$ cat config.mk
export PLATFORM = sky130hd
export DESIGN_NAME = cmp42_row_pipe_flat
export DESIGN_NICKNAME = d
export VERILOG_FILES = /design/src/rtl/cmp42_pkg.sv /design/src/rtl/cmp42_row_pipe_if.sv /design/src/rtl/cmp42_bit.sv /design/src/rtl/cmp42_row_pipe.sv /design/src/flat_wrapper.sv
export SDC_FILE = /design/constraint.sdc
export NUM_CORES = 1
export LEC_CHECK = 0
export ABC_AREA = 1
export CAP_MARGIN = 20
export CORE_ASPECT_RATIO = 0.9
export CORE_MARGIN = 5
export CORE_UTILIZATION = 40
export DETAILED_ROUTE_END_ITERATION = 10
export GPL_ROUTABILITY_DRIVEN = 1
export PLACE_DENSITY = 0.77
export SLEW_MARGIN = 30
export SYNTH_ARGS = -nofsm -noshare
export SYNTH_HDL_FRONTEND = slang
export SYNTH_SLANG_ARGS = --single-unit
$ cat constraint.sdc
create_clock -name clk -period 1.4 [get_ports clk]
set_clock_uncertainty 0.15 [all_clocks]
set_input_delay 0.21 -clock clk [delete_from_list [all_inputs] [get_ports clk]]
set_output_delay 0.21 -clock clk [all_outputs]
set_load 0.02 [all_outputs]
$ cat src/rtl/cmp42_pkg.sv
`default_nettype none
// +----------------------------------------------------------------------------+
// | cmp42_pkg : shared widths and the majority helper for the 4:2 row pipe     |
// | Revision  : 1.0                                                            |
// +----------------------------------------------------------------------------+
package cmp42_pkg;

  localparam int CMP42_W      = 64;
  localparam int CMP42_TAGW   = 4;
  localparam int CMP42_BEAT_W = 16;

  typedef logic [CMP42_BEAT_W-1:0] beat_t;

  function automatic logic maj3(input logic x, input logic y, input logic z);
    return (x & y) | (x & z) | (y & z);
  endfunction

endpackage : cmp42_pkg
`default_nettype wire

$ cat src/rtl/cmp42_row_pipe_if.sv
`default_nettype none
// +----------------------------------------------------------------------------+
// | cmp42_row_pipe_if : operand-in / redundant-result-out handshake bundle     |
// | Revision          : 1.0                                                    |
// +----------------------------------------------------------------------------+
interface cmp42_row_pipe_if
  import cmp42_pkg::*;
#(
  parameter int W    = CMP42_W,
  parameter int TAGW = CMP42_TAGW
) ();

  logic            in_valid;
  logic            in_ready;
  logic [W-1:0]    row_a;
  logic [W-1:0]    row_b;
  logic [W-1:0]    row_c;
  logic [W-1:0]    row_d;
  logic [TAGW-1:0] in_tag;

  logic            out_valid;
  logic            out_ready;
  logic [W-1:0]    sum_row;
  logic [W-1:0]    carry_row;
  logic [TAGW-1:0] out_tag;

  // Producer/consumer side of the pipe (the environment around it).
  modport master (
    output in_valid, row_a, row_b, row_c, row_d, in_tag, out_ready,
    input  in_ready, out_valid, sum_row, carry_row, out_tag
  );

  // The pipe itself.
  modport slave (
    input  in_valid, row_a, row_b, row_c, row_d, in_tag, out_ready,
    output in_ready, out_valid, sum_row, carry_row, out_tag
  );

endinterface : cmp42_row_pipe_if
`default_nettype wire

$ cat src/rtl/cmp42_bit.sv
`default_nettype none
// +----------------------------------------------------------------------------+
// | cmp42_bit : single-column 4:2 cell, no lateral carry                       |
// | Revision  : 1.0                                                            |
// +----------------------------------------------------------------------------+
module cmp42_bit
  import cmp42_pkg::*;
(
  input  logic a_i,
  input  logic b_i,
  input  logic c_i,
  input  logic d_i,
  output logic s_o,
  output logic ca_o,
  output logic co_o
);

  logic s_w;

  // a+b+c+d == s + 2*(ca + co) for every input combination of this column.
  assign s_w  = a_i ^ b_i ^ c_i ^ d_i;
  assign s_o  = s_w;
  assign ca_o = d_i & ~s_w;
  assign co_o = maj3(a_i, b_i, c_i);

endmodule : cmp42_bit
`default_nettype wire

$ cat src/rtl/cmp42_row_pipe.sv
`default_nettype none
// +----------------------------------------------------------------------------+
// | cmp42_row_pipe : two-stage 4-row to 2-row carry-save reducer with stalls   |
// | Revision       : 1.0                                                       |
// +----------------------------------------------------------------------------+
module cmp42_row_pipe
  import cmp42_pkg::*;
#(
  parameter int W    = CMP42_W,
  parameter int TAGW = CMP42_TAGW
) (
  input  logic                    clk,
  input  logic                    rst_n,
  cmp42_row_pipe_if.slave         bus,
  output logic [CMP42_BEAT_W-1:0] beat_cnt
);

  logic [W-1:0]    s_w;
  logic [W-1:0]    ca_w;
  logic [W-1:0]    co_w;

  logic            en1_w;
  logic            en2_w;

  logic            v1_q,    v1_d;
  logic [W-1:0]    x_q,     x_d;
  logic [W-1:0]    y_q,     y_d;
  logic [W-1:0]    z_q,     z_d;
  logic [TAGW-1:0] tag1_q,  tag1_d;

  logic            v2_q,    v2_d;
  logic [W-1:0]    sum_q,   sum_d;
  logic [W-1:0]    carry_q, carry_d;
  logic [TAGW-1:0] tag2_q,  tag2_d;

  beat_t           beat_q,  beat_d;

  for (genvar i = 0; i < W; i++) begin : g_cell
    cmp42_bit u_bit (
      .a_i  (bus.row_a[i]),
      .b_i  (bus.row_b[i]),
      .c_i  (bus.row_c[i]),
      .d_i  (bus.row_d[i]),
      .s_o  (s_w[i]),
      .ca_o (ca_w[i]),
      .co_o (co_w[i])
    );
  end

  // The only combinational input-to-output path: out_ready -> in_ready.
  assign en2_w        = ~v2_q | bus.out_ready;
  assign en1_w        = ~v1_q | en2_w;
  assign bus.in_ready = en1_w;

  always_comb begin
    v1_d    = v1_q;
    x_d     = x_q;
    y_d     = y_q;
    z_d     = z_q;
    tag1_d  = tag1_q;
    v2_d    = v2_q;
    sum_d   = sum_q;
    carry_d = carry_q;
    tag2_d  = tag2_q;
    beat_d  = beat_q;

    if (en1_w) begin
      v1_d = bus.in_valid;
      if (bus.in_valid) begin
        x_d    = s_w;
        y_d    = ca_w << 1;
        z_d    = co_w << 1;
        tag1_d = bus.in_tag;
      end
    end

    // Data registers only load with valid data, so a stalled result holds.
    if (en2_w) begin
      v2_d = v1_q;
      if (v1_q) begin
        sum_d   = x_q ^ y_q ^ z_q;
        carry_d = ((x_q & y_q) | (x_q & z_q) | (y_q & z_q)) << 1;
        tag2_d  = tag1_q;
      end
    end

    if (v2_q && bus.out_ready) begin
      beat_d = beat_q + beat_t'(1);
    end
  end

  always_ff @(posedge clk or negedge rst_n) begin
    if (!rst_n) begin
      v1_q    <= 1'b0;
      x_q     <= '0;
      y_q     <= '0;
      z_q     <= '0;
      tag1_q  <= '0;
      v2_q    <= 1'b0;
      sum_q   <= '0;
      carry_q <= '0;
      tag2_q  <= '0;
      beat_q  <= '0;
    end else begin
      v1_q    <= v1_d;
      x_q     <= x_d;
      y_q     <= y_d;
      z_q     <= z_d;
      tag1_q  <= tag1_d;
      v2_q    <= v2_d;
      sum_q   <= sum_d;
      carry_q <= carry_d;
      tag2_q  <= tag2_d;
      beat_q  <= beat_d;
    end
  end

  assign bus.out_valid = v2_q;
  assign bus.sum_row   = sum_q;
  assign bus.carry_row = carry_q;
  assign bus.out_tag   = tag2_q;
  assign beat_cnt      = beat_q;

endmodule : cmp42_row_pipe
`default_nettype wire

$ cat src/flat_wrapper.sv
// flat-port wrapper written by rule: the top's interface ports become plain ports
module cmp42_row_pipe_flat import cmp42_pkg::*;
#(
  parameter int W    = CMP42_W,
  parameter int TAGW = CMP42_TAGW
)
  (clk, rst_n, beat_cnt, bus_in_valid, bus_row_a, bus_row_b, bus_row_c, bus_row_d, bus_in_tag, bus_out_ready, bus_in_ready, bus_out_valid, bus_sum_row, bus_carry_row, bus_out_tag);
  cmp42_row_pipe_if #(.W(W), .TAGW(TAGW)) bus_i ();
  input  logic clk;
  input  logic rst_n;
  output logic [CMP42_BEAT_W-1:0] beat_cnt;
  input wire logic [$bits(bus_i.in_valid)-1:0] bus_in_valid;
  input wire logic [$bits(bus_i.row_a)-1:0] bus_row_a;
  input wire logic [$bits(bus_i.row_b)-1:0] bus_row_b;
  input wire logic [$bits(bus_i.row_c)-1:0] bus_row_c;
  input wire logic [$bits(bus_i.row_d)-1:0] bus_row_d;
  input wire logic [$bits(bus_i.in_tag)-1:0] bus_in_tag;
  input wire logic [$bits(bus_i.out_ready)-1:0] bus_out_ready;
  output wire logic [$bits(bus_i.in_ready)-1:0] bus_in_ready;
  output wire logic [$bits(bus_i.out_valid)-1:0] bus_out_valid;
  output wire logic [$bits(bus_i.sum_row)-1:0] bus_sum_row;
  output wire logic [$bits(bus_i.carry_row)-1:0] bus_carry_row;
  output wire logic [$bits(bus_i.out_tag)-1:0] bus_out_tag;
  assign bus_i.in_valid = bus_in_valid;
  assign bus_i.row_a = bus_row_a;
  assign bus_i.row_b = bus_row_b;
  assign bus_i.row_c = bus_row_c;
  assign bus_i.row_d = bus_row_d;
  assign bus_i.in_tag = bus_in_tag;
  assign bus_i.out_ready = bus_out_ready;
  assign bus_in_ready = bus_i.in_ready;
  assign bus_out_valid = bus_i.out_valid;
  assign bus_sum_row = bus_i.sum_row;
  assign bus_carry_row = bus_i.carry_row;
  assign bus_out_tag = bus_i.out_tag;
  cmp42_row_pipe #(.W(W), .TAGW(TAGW)) u_core (.clk(clk), .rst_n(rst_n), .bus(bus_i), .beat_cnt(beat_cnt));
endmodule
==> metrics.md <==
| Metric | Value |
|---|---|
| Area delta synth->final | 55.64% |
| Xor and xnor fraction of the mapped netlist area | less than 1% |
| Worst min-delay path category | in -> reg |
| Fraction of layout instances using a drive strength above 1 | 28.26% |
| Count of input and output buffers | 411 |
| Setup total negative slack | -39.97 ns |
| Crit-path cells | nand3_4 -> buf_6 -> nand2_8 -> inv_16 -> buf_16 -> buf_8 -> nand2_1 -> nand2_1 |
| Unrepaired setup endpoints after global routing | true |
| CTS root buffer | sky130_fd_sc_hd__clkbuf_16 |
| Final weighted congestion in routability-driven placement | 0.8690 |
| Number of distinct library cells after synthesis | 23 |
| Min setup slack post-route | -0.2102 ns |
| Clock tree from TritonCTS | built |
| Largest driver fanout on the critical path | 8 |
| Maximum vdd ir drop | 0.9715 mV |
| Net count reported at finish | 2887 |
| Setup slack, reg-to-reg | -0.21 ns |
| Detailed placer's ending HPWL | ~36000 um |
| Vias in the first global route | 15620 |
| Total number of H-tree levels | 2 |
| Final Instance Area | 26960 um2 |
| Standard cell area after detailed placement | 23130 um2 |
| Post-synthesis instance total | 1872 |
| Cts bufs inserted | 38 |
| Remaining antenna violation count after routing | 0 |
| DIE AREA | 47580 um2 |
| Die height | 207.4 um |
| Hold Violations, Final | 0 |
| Overall power consumption | a little over 40000 uW |
| Main combinational cell family by area after synthesis | simple AND/OR/NAND/NOR gates |
| Largest incremental delay on the critical path | 0.43 ns |
| Max Fclk | about 620 MHz |
| Wire length of the first global-routing pass | between 80000 and 90000 um |
| Final critical delay including setup and external delays | ~1.6 ns |
| Start point of the worst min-delay path | bus_row_a[37] |
| Post-detailed-routing wire length | between 50000 and 60000 um |
| Inst Count DP | 2861 |
| Number of stages on the worst hold path | 4 |
| Crit Reg-Reg Startpoint | u_core.v1_q |
| Data required time of the critical path | 1.71 ns |
| Mean cell area of the mapped netlist | just over 9 um2 |
| Final non-filler cell total | 3018 |
| Most common cell after layout, fill and taps aside | sky130_fd_sc_hd__nand2_1 |
| Clock latency reported for the late side of the worst-skew pair | roughly 0.53 ns |
| Maximum number of pins on one net before global-route repair | 67 |
| Critical path class | reg -> reg |
| Pre-Repair DR Iteration Count | 5 |
| Number of enable flip-flop cells after synthesis | 0 |
| Failing checks | setup timing |
| Synth Register Bits | 342 |
| Placeable core region | ~43000 um2 |
| Clock sink count | 342 |
| Total global routing track utilization | 21.26% |
| Total setup violations reported at the end of the flow | approximately 480 |
| Pins over their slew limit | 0 |
| Nature of the critical path endpoint | flop |
| Number of max-capacitance violations reported | 0 |
| Total standard cell area after synthesis | 17320 um2 |
| Primary FF master, synth | sky130_fd_sc_hd__dfrtp_1 |
| Power density cells | 1525 nW/um2 |
| P_leak | 0.01432 uW |
| Synth Warn # | 0 |
| Initial core utilization | 40.40% |
| Arr. time, crit path | 1.92 ns |
| Row count | 72 |
| Final global-route overflow total | 0 |
| Drt initial violations | 762 |
| Number of primary I/O pins | 414 |
| Endpoint with the worst hold slack | u_core.z_q[38] |
| Commonest cells after routing, fill and taps aside | sky130_fd_sc_hd__nand2_1 (690), sky130_fd_sc_hd__dfrtp_1 (334), sky130_fd_sc_hd__clkdlybuf4s50_1 (234) |
| Residual DRC | 0 |
| Slowest cell on the critical path | sky130_fd_sc_hd__dfrtp_2 |
| Buffer levels on the longest clock path | 3 |
| Share of cell area taken by muxes after synthesis | 0% |
| Simple-gate portion of the synthesized area | 20.13% |
| Post-synthesis sequential area ratio | between 40 and 50% |
| Complex-gate fraction of the synthesized area | 1.849% |
| Antenna violations before repair | 1 |
| Post-Route Utilization | a little over three fifths |
| Status | finished with violations |
| Number of cell instances on the worst register-to-register path | 8 |
| Count of inserted antenna diode cells | 0 |
| Share of flip-flops with an asynchronous set or reset | 100.0% |
| Horiz. Die Dim | 229.4 um |
| Terminus of the critical flop-to-flop path | u_core.x_q[59] |
| Routed wire length per instance | 17.92 um |
| Startpoint Class | flop |
| Worst path most repeated cell | sky130_fd_sc_hd__nand2_1 |
| Avg Vias per Cell | 4.737 |
| CTS clock-pin slew for the worst setup and hold paths | 0.06 ns |
| Post-route fraction of the period consumed by the critical path | 115.0% |
| Adder-cell area share of the yosys netlist | 19.07% |
| Total number of vias | around 14000 |
-- synthesized netlist by cell type (all sizes together), types with 3 or more instances --
master    n  area, um2
nor3      3      15.01
nand3    11      60.06
nand4     4      25.02
fa      125       2502
clkbuf    8      30.03
inv     276       1036
xnor2     5      43.79
dfrtp   342       8558
nor2     13      53.80
buf      64      470.5
xor2      8      70.07
nand2   883       3327
ha       64      800.8
o21ai    64      320.3
-- sequential cells by signal, summed over array words and instances, names as in the netlist --
| register | cells |
|---|---|
| u_core.bus.out_valid | 1 |
| u_core.tag1_q | 4 |
| u_core.x_q | 64 |
| u_core.beat_cnt | 16 |
| u_core.bus.out_tag | 4 |
| u_core.bus.carry_row | 62 |
| u_core.y_q | 63 |
| u_core.v1_q | 1 |
| u_core.bus.sum_row | 64 |
| u_core.z_q | 63 |
-- worst max-delay path by stage --
stage	from	to	slack (ns)
finish	u_core.v1_q	u_core.x_q[59]	-0.21
global route	u_core.v1_q	u_core.x_q[59]	-0.27
CTS	u_core.bus.out_valid	bus_out_valid	-0.23
detailed placement	bus_row_a[51]	u_core.x_q[51]	-0.69
global placement	bus_row_a[46]	u_core.x_q[46]	-0.67
floorplan	u_core.beat_cnt[0]	u_core.beat_cnt[10]	-0.04
-- where the power goes --
part / leakage [uW] / switching (uW) / internal, uW / total (uW)
combinational: 0.00942 / 8050 / 7800 / 15900
clock: 0.000634 / 4140 / 6240 / 10400
sequential: 0.00426 / 2350 / 12500 / 14900
-- layer usage --
metal  wire [um]  global-route usage, %  up-vias
met5          13                      0        -
met4        1588                  6.407        2
met3        2845                  4.048      107
met2       28150                  37.85      428
met1       21480                  26.39     7125
li1            -                      -     6635
-- area by class of cell --
type	count	area, um2
Fill cell	3184	15920
Sequential cell	342	8568
Multi-Input combinational cell	1183	8237
Timing Repair Buffer	593	6623
Inverter	276	1535
Clock buffer	58	1190
Tap cell	555	694.4
Clock inverter	11	115.1
-- metrics by stage --
stage          setup slack (ns)  hold slack, ns
3_3_place_gp            -0.6728        -0.09261
2_1_floorplan          -0.03667         -0.2356
6_report                -0.2102         0.04699
4_1_cts                 -0.2254         0.04177
3_5_place_dp            -0.6927        -0.09205
5_1_grt                 -0.2718         0.04977
-- critical path: cells and delay by family (launching register included) --
family | cells | cell delay [ns]
simple gates | 4 | 0.36
flops | 1 | 0.43
buf+inv | 4 | 0.59
-- kinds of logic (layout without fill, tap and decap cells) --
kind of cell             after synthesis  in the layout
other                                  1              2
adder cells (fa/ha/maj)              189            189
XOR/XNOR                              13             13
AO/OA/AOI/OAI                         64             64
buffers and inverters                348            938
flip-flops                           342            342
AND/OR/NAND/NOR                      915            915
-- repair_timing --
action / CTS / global route
setup endpoints to repair: 470 / 486
endpoints found under the hold margin: 342 / 0
pin swaps: 17 / 97
cloned: 10 / 10
hold buffers: 2 / 0
buffers inserted: 63 / 5
gates resized for setup: 1012 / 328
(Power assumes the default switching activity.)
